===== config.mk =====
export PLATFORM = sky130hd
export DESIGN_NAME = uart_transmitter
export DESIGN_NICKNAME = d
export VERILOG_FILES = /design/src/rtl/uart_pkg.sv /design/src/rtl/uart_baud_tick.sv /design/src/rtl/uart_transmitter.sv
export SDC_FILE = /design/constraint.sdc
export NUM_CORES = 1
export LEC_CHECK = 0
export CAP_MARGIN = 40
export CORE_UTILIZATION = 56
export CTS_CLUSTER_SIZE = 20
export DETAILED_ROUTE_END_ITERATION = 8
export GPL_TIMING_DRIVEN = 0
export PLACE_DENSITY = 0.78
export SLEW_MARGIN = 20
export SYNTH_ARGS = -nofsm -noshare
export SYNTH_HDL_FRONTEND = slang
export SYNTH_HIERARCHICAL = 1
export SYNTH_SLANG_ARGS = --single-unit

===== constraint.sdc =====
create_clock -name CLK -period 2.6 [get_ports CLK]
set_clock_uncertainty 0.15 [all_clocks]
set_input_delay 0.78 -clock CLK [delete_from_list [all_inputs] [get_ports CLK]]
set_output_delay 0.78 -clock CLK [all_outputs]
set_load 0.02 [all_outputs]

===== src/rtl/uart_pkg.sv =====
// rtl/uart_pkg.sv - shared UART constants, bit timing helper and transmitter state encoding
package uart_pkg;

    localparam int CLK_FREQ_DEFAULT = 100_000_000;
    localparam int FRAME_BITS_8N1   = 10;
    localparam int FRAME_BITS_8E1   = 11;

    typedef enum logic [2:0] {
        IDLE   = 3'd0,
        START  = 3'd1,
        DATA   = 3'd2,
        PARITY = 3'd3,
        STOP   = 3'd4
    } tx_state_t;

    // Even-rounded bit period; the receiver uses the same rounding so both ends stay aligned.
    function automatic int bit_cycles(input int clk_hz, input int baud);
        return 2 * (clk_hz / baud / 2);
    endfunction

endpackage


===== src/rtl/uart_baud_tick.sv =====
// rtl/uart_baud_tick.sv - bit-period counter with a one-cycle tick on the last cycle of each bit
module uart_baud_tick #(
    parameter int BIT_CYCLES = 10416
) (
    input  logic clk_i,
    input  logic clear_i,
    output logic tick_o
);

    localparam int CNT_W = $clog2(BIT_CYCLES);
    localparam logic [CNT_W-1:0] CNT_LAST = CNT_W'(BIT_CYCLES - 1);

    logic [CNT_W-1:0] cnt_q;
    logic [CNT_W-1:0] cnt_d;

    always_comb begin
        cnt_d = cnt_q + CNT_W'(1);
        if (clear_i || cnt_q == CNT_LAST) begin
            cnt_d = '0;
        end
    end

    always_ff @(posedge clk_i) begin
        cnt_q <= cnt_d;
    end

    assign tick_o = (cnt_q == CNT_LAST);

endmodule


===== src/rtl/uart_transmitter.sv =====
// rtl/uart_transmitter.sv - 8N1 UART transmitter; define UART_TX_PARITY_EN for an even parity bit (8E1)
module uart_transmitter
    import uart_pkg::*;
#(
    parameter int CLK_FREQ = CLK_FREQ_DEFAULT,
    parameter int BRate    = 9600
) (
    input  logic       CLK,
    input  logic       RST,
    input  logic [7:0] tx_data,
    input  logic       tx_start,
    output logic       tx_busy,
    output logic       tx_done,
    output logic       t
);

    localparam int BIT_CYCLES = bit_cycles(CLK_FREQ, BRate);

    tx_state_t  state_q, state_d;
    logic [7:0] shift_q, shift_d;
    logic [2:0] bit_idx_q, bit_idx_d;
    logic       t_q, t_d;
    logic       busy_q, busy_d;
    logic       done_q, done_d;
    logic       tick;
`ifdef UART_TX_PARITY_EN
    logic       parity_q, parity_d;
`endif

    // Holding the counter clear in IDLE means every frame starts from a fresh bit period.
    uart_baud_tick #(
        .BIT_CYCLES(BIT_CYCLES)
    ) u_baud_tick (
        .clk_i  (CLK),
        .clear_i(RST || state_q == IDLE),
        .tick_o (tick)
    );

    always_comb begin
        state_d   = state_q;
        shift_d   = shift_q;
        bit_idx_d = bit_idx_q;
        t_d       = t_q;
        busy_d    = busy_q;
        done_d    = 1'b0;
`ifdef UART_TX_PARITY_EN
        parity_d  = parity_q;
`endif
        case (state_q)
            IDLE: begin
                t_d    = 1'b1;
                busy_d = 1'b0;
                if (tx_start) begin
                    state_d   = START;
                    shift_d   = tx_data;
                    bit_idx_d = 3'd0;
                    t_d       = 1'b0;
                    busy_d    = 1'b1;
`ifdef UART_TX_PARITY_EN
                    parity_d  = ^tx_data;
`endif
                end
            end
            START: begin
                if (tick) begin
                    state_d = DATA;
                    t_d     = shift_q[0];
                end
            end
            DATA: begin
                if (tick) begin
                    if (bit_idx_q == 3'd7) begin
`ifdef UART_TX_PARITY_EN
                        state_d = PARITY;
                        t_d     = parity_q;
`else
                        state_d = STOP;
                        t_d     = 1'b1;
`endif
                    end else begin
                        bit_idx_d = bit_idx_q + 3'd1;
                        shift_d   = {1'b0, shift_q[7:1]};
                        t_d       = shift_q[1];
                    end
                end
            end
`ifdef UART_TX_PARITY_EN
            PARITY: begin
                if (tick) begin
                    state_d = STOP;
                    t_d     = 1'b1;
                end
            end
`endif
            STOP: begin
                if (tick) begin
                    state_d = IDLE;
                    t_d     = 1'b1;
                    busy_d  = 1'b0;
                    done_d  = 1'b1;
                end
            end
            default: begin
                state_d = IDLE;
                t_d     = 1'b1;
                busy_d  = 1'b0;
            end
        endcase
    end

    always_ff @(posedge CLK) begin
        if (RST) begin
            state_q   <= IDLE;
            shift_q   <= 8'h00;
            bit_idx_q <= 3'd0;
            t_q       <= 1'b1;
            busy_q    <= 1'b0;
            done_q    <= 1'b0;
`ifdef UART_TX_PARITY_EN
            parity_q  <= 1'b0;
`endif
        end else begin
            state_q   <= state_d;
            shift_q   <= shift_d;
            bit_idx_q <= bit_idx_d;
            t_q       <= t_d;
            busy_q    <= busy_d;
            done_q    <= done_d;
`ifdef UART_TX_PARITY_EN
            parity_q  <= parity_d;
`endif
        end
    end

    assign t       = t_q;
    assign tx_busy = busy_q;
    assign tx_done = done_q;

endmodule


==> flow_summary.yaml <==
outcome:
  status: "complete, no violations"
setup_path:
  end_kind: "register"
  r2r-end: "state_q[0]"
  crit_type: "reg2reg"
  max_stage_delay_ns: 0.56
  crit_slowest_cell: "or4_4"
  crit_fanout: 10
  r2r_slack_ns: 0.27
  r2r_start: "u_baud_tick/cnt_q[8]"
  startpoint: "u_baud_tick/cnt_q[8]"
  cp_data_arrival_time_ns: 2.42
  reg2reg_depth: 7
  path_cells: "or4_4 -> nor4_4 -> buf_2 -> and3_1 -> o32a_1 -> o21ai_1 -> a211oi_1"
  required_ns: 2.69
  cp-start-kind: "register"
finish:
  register_area_um2: 620.6
  drive_gt1_frac: 0.1649
  num-fill-cells: 213
  fin_cells: 224
  diodes: 0
  finalNetCount: 207
  syn_to_final_growth_pct: 14.89
  multiInputGateArea_um2: 883.3
yosys:
  ys_ff_latch: 31
  yosysMostFrequentCell: "dfxtp_1"
  netlist.area_leader.share: 0.3927
  synthTopCellsByCount: "31 x dfxtp_1, 25 x nor2_1, 13 x nand2_1"
  syn_area_per_cell_um2: 9.082
  synth_top_cell_by_area: "dfxtp_1"
  ys_warn_count: 6
  synth-main-ff-cell: "dfxtp_1"
  netlist_area_um2: 1580
  synth_edf_count: 0
  synthDistinctLibCells: 47
  syn_inst: 174
  yosysSeqAreaShare: 0.3927
  async_reset_ff_frac: 0
  syn_nets: 188
  yosys-top-cells-area: "dfxtp_1 39%, xnor2_1 6.1%, nor2_1 5.9%"
timing:
  rsz0062_at_grt: "false"
  tns_ns: 0
  fin_crit_sh: 0.8959
  fmax_mhz: 429.3
  slew_headroom: 0.5775
  tightest_slew_ns: 0.6338
  whs_ns: 0.3098
  setup_viol: 0
  period_minus_slack_ns: 2.329
  finalHoldViolations: 0
  report.final.slew_viol_count: 0
cts:
  cts_setup_buffers: 0
  cts_tree: "built"
  cts.hold.buffers_added: 0
  cts_buffers: 5
  root_buffer: "clkbuf_4"
  clock_latency_ns: 0.33
  cts.sinks: 31
  cts_htree_levels: 2
  path_clk_slew_ns: 0.10
  clockBufferDepth: 2
hold_path:
  holdPathEnd: "shift_q[7]"
  holdCritStartpoint: "shift_q[7]"
  holdPathStages: 2
  hold_class: "reg2reg"
detailed_routing:
  drc: 0
  vias: 1284
  dr.pass1.iters: 4
  wl_um: 3021
  antenna_left: 0
  routed_via_density: 5.732
  first_iter_violations: 25
  wl_per_cell_um: 13.49
power_and_ir_drop:
  power.density_nw_per_um2: 524.6
  p_clk_frac: 0.340
  seqPwrFrac: 0.530
  max-vdd-ir-drop_v: 0.0004044
  swShare: 0.2533
  leakage_nw: 0.5951
  power.combinational.fraction: 0.130
  p_sw_mw: 0.2412
  p_int_mw: 0.7111
floorplan:
  io_pins: 14
  core_um2: 2567
  dieArea_um2: 3038
  die_w_um: 55.12
  start_util: 0.6155
  die_y_um: 55.12
  num_rows: 18
grt:
  grt_overflow: 0
  grt_pass1_wl_um: 4926
  grt_start_max_net_pins: 11
  antenna_found_initial: 0
  track_usage: 0.2366
  first_global_vias: 1173
place:
  port-buffer-count: 12
  gp_congestion: 0.8440
  dp_cells: 216
  hpwl_um: 2239
run:
  max-cap-violations: 0
cells in the final DEF, fill, tap and decap left out, types with 2 or more instances in the layout:
cell type / count
a21oi_2: 2
a211oi_2: 7
nand3_2: 3
nand2_1: 13
ha_1: 3
nand3_1: 5
nor2_1: 25
nor2b_1: 6
dfxtp_1: 31
clkdlybuf4s50_1: 12
clkbuf_8: 2
xnor2_1: 11
clkbuf_4: 5
o22ai_1: 2
mux2i_1: 7
o32a_1: 2
inv_1: 5
o21ai_0: 5
and3_1: 2
nand3b_1: 2
nor4_1: 3
nor3_1: 5
buf_2: 5
a21oi_1: 3
nand2b_1: 2
cells by family (layout without fill, tap and decap cells):
logic type / Yosys count / after routing / share of synthesized area
muxes: 7 / 7 / 0.04434
xor gates and xnor gates: 12 / 12 / 0.06651
and+or+nand+nor: 76 / 76 / 0.2613
AOI/OAI and AO/OA: 31 / 31 / 0.1599
DFF: 31 / 31 / 0.3927
buffers and inverters: 14 / 34 / 0.05146
adders and majority gates: 3 / 3 / 0.02376
critical path, delay by kind of cell, from the launching register on:
kind | cells | cell delay, ns
AO/OA/AOI/OAI | 3 | 0.47
AND/OR/NAND/NOR | 3 | 1.01
buffers and inverters | 1 | 0.25
flip-flops | 1 | 0.37
stage by stage:
step                worst slack [ns]  utilization  cell area [um^2]  power (mW)
floorplan                     0.5083            -              1580      0.5993
global placement              0.2308       0.6769              1738      0.6340
detailed placement            0.2029       0.6769              1738      0.6401
CTS                           0.1721       0.7052              1810      0.9617
global route                  0.1271       0.7071              1815      0.9956
finish                        0.2707       0.7071              1815      0.9523
power groups by stage:
stage | registers [mW] | clock network, mW | logic (mW)
after floorplan | 0.517 | 0 | 0.0818
after global placement | 0.515 | 0 | 0.119
after detailed placement | 0.516 | 0 | 0.124
after CTS | 0.505 | 0.332 | 0.125
after global routing | 0.507 | 0.352 | 0.136
final | 0.505 | 0.324 | 0.124
area by class of cell:
type / count / share of cell area
multi-input combinational: 129 / 0.4866
sequential: 31 / 0.3418
timing repair buffer: 12 / 0.06616
clock buffer: 7 / 0.03584
buffer: 9 / 0.03446
tap: 30 / 0.02068
inverter: 5 / 0.01034
clock inverter: 1 / 0.004135
worst max-delay path by stage:
stage / endpoint / slack [ns]
global placement: bit_idx_q[1] / 0.23
CTS: state_q[0] / 0.17
detailed placement: bit_idx_q[2] / 0.20
finish: state_q[0] / 0.27
floorplan: bit_idx_q[1] / 0.51
global route: state_q[0] / 0.13
routing by layer:
layer,global-route usage,share of wire,vias up
met5,0,0,-
met1,0.2641,0.47,605
met3,0.07377,0.032,7
met4,0.08750,0.017,0
met2,0.4177,0.48,20
li1,-,-,652
sequential cells by signal (all words and copies together) (netlist names):
name	flops
u_baud_tick/cnt_q	14
bit_idx_q	3
tx_busy	1
state_q	3
t	1
shift_q	8
tx_done	1
timing repair:
action | CTS | global route
setup endpoints to repair | 0 | 1
hold endpoints to repair | 0 | 0
resized for setup | 0 | 1
No activity file was read; power rests on OpenSTA's default activity.
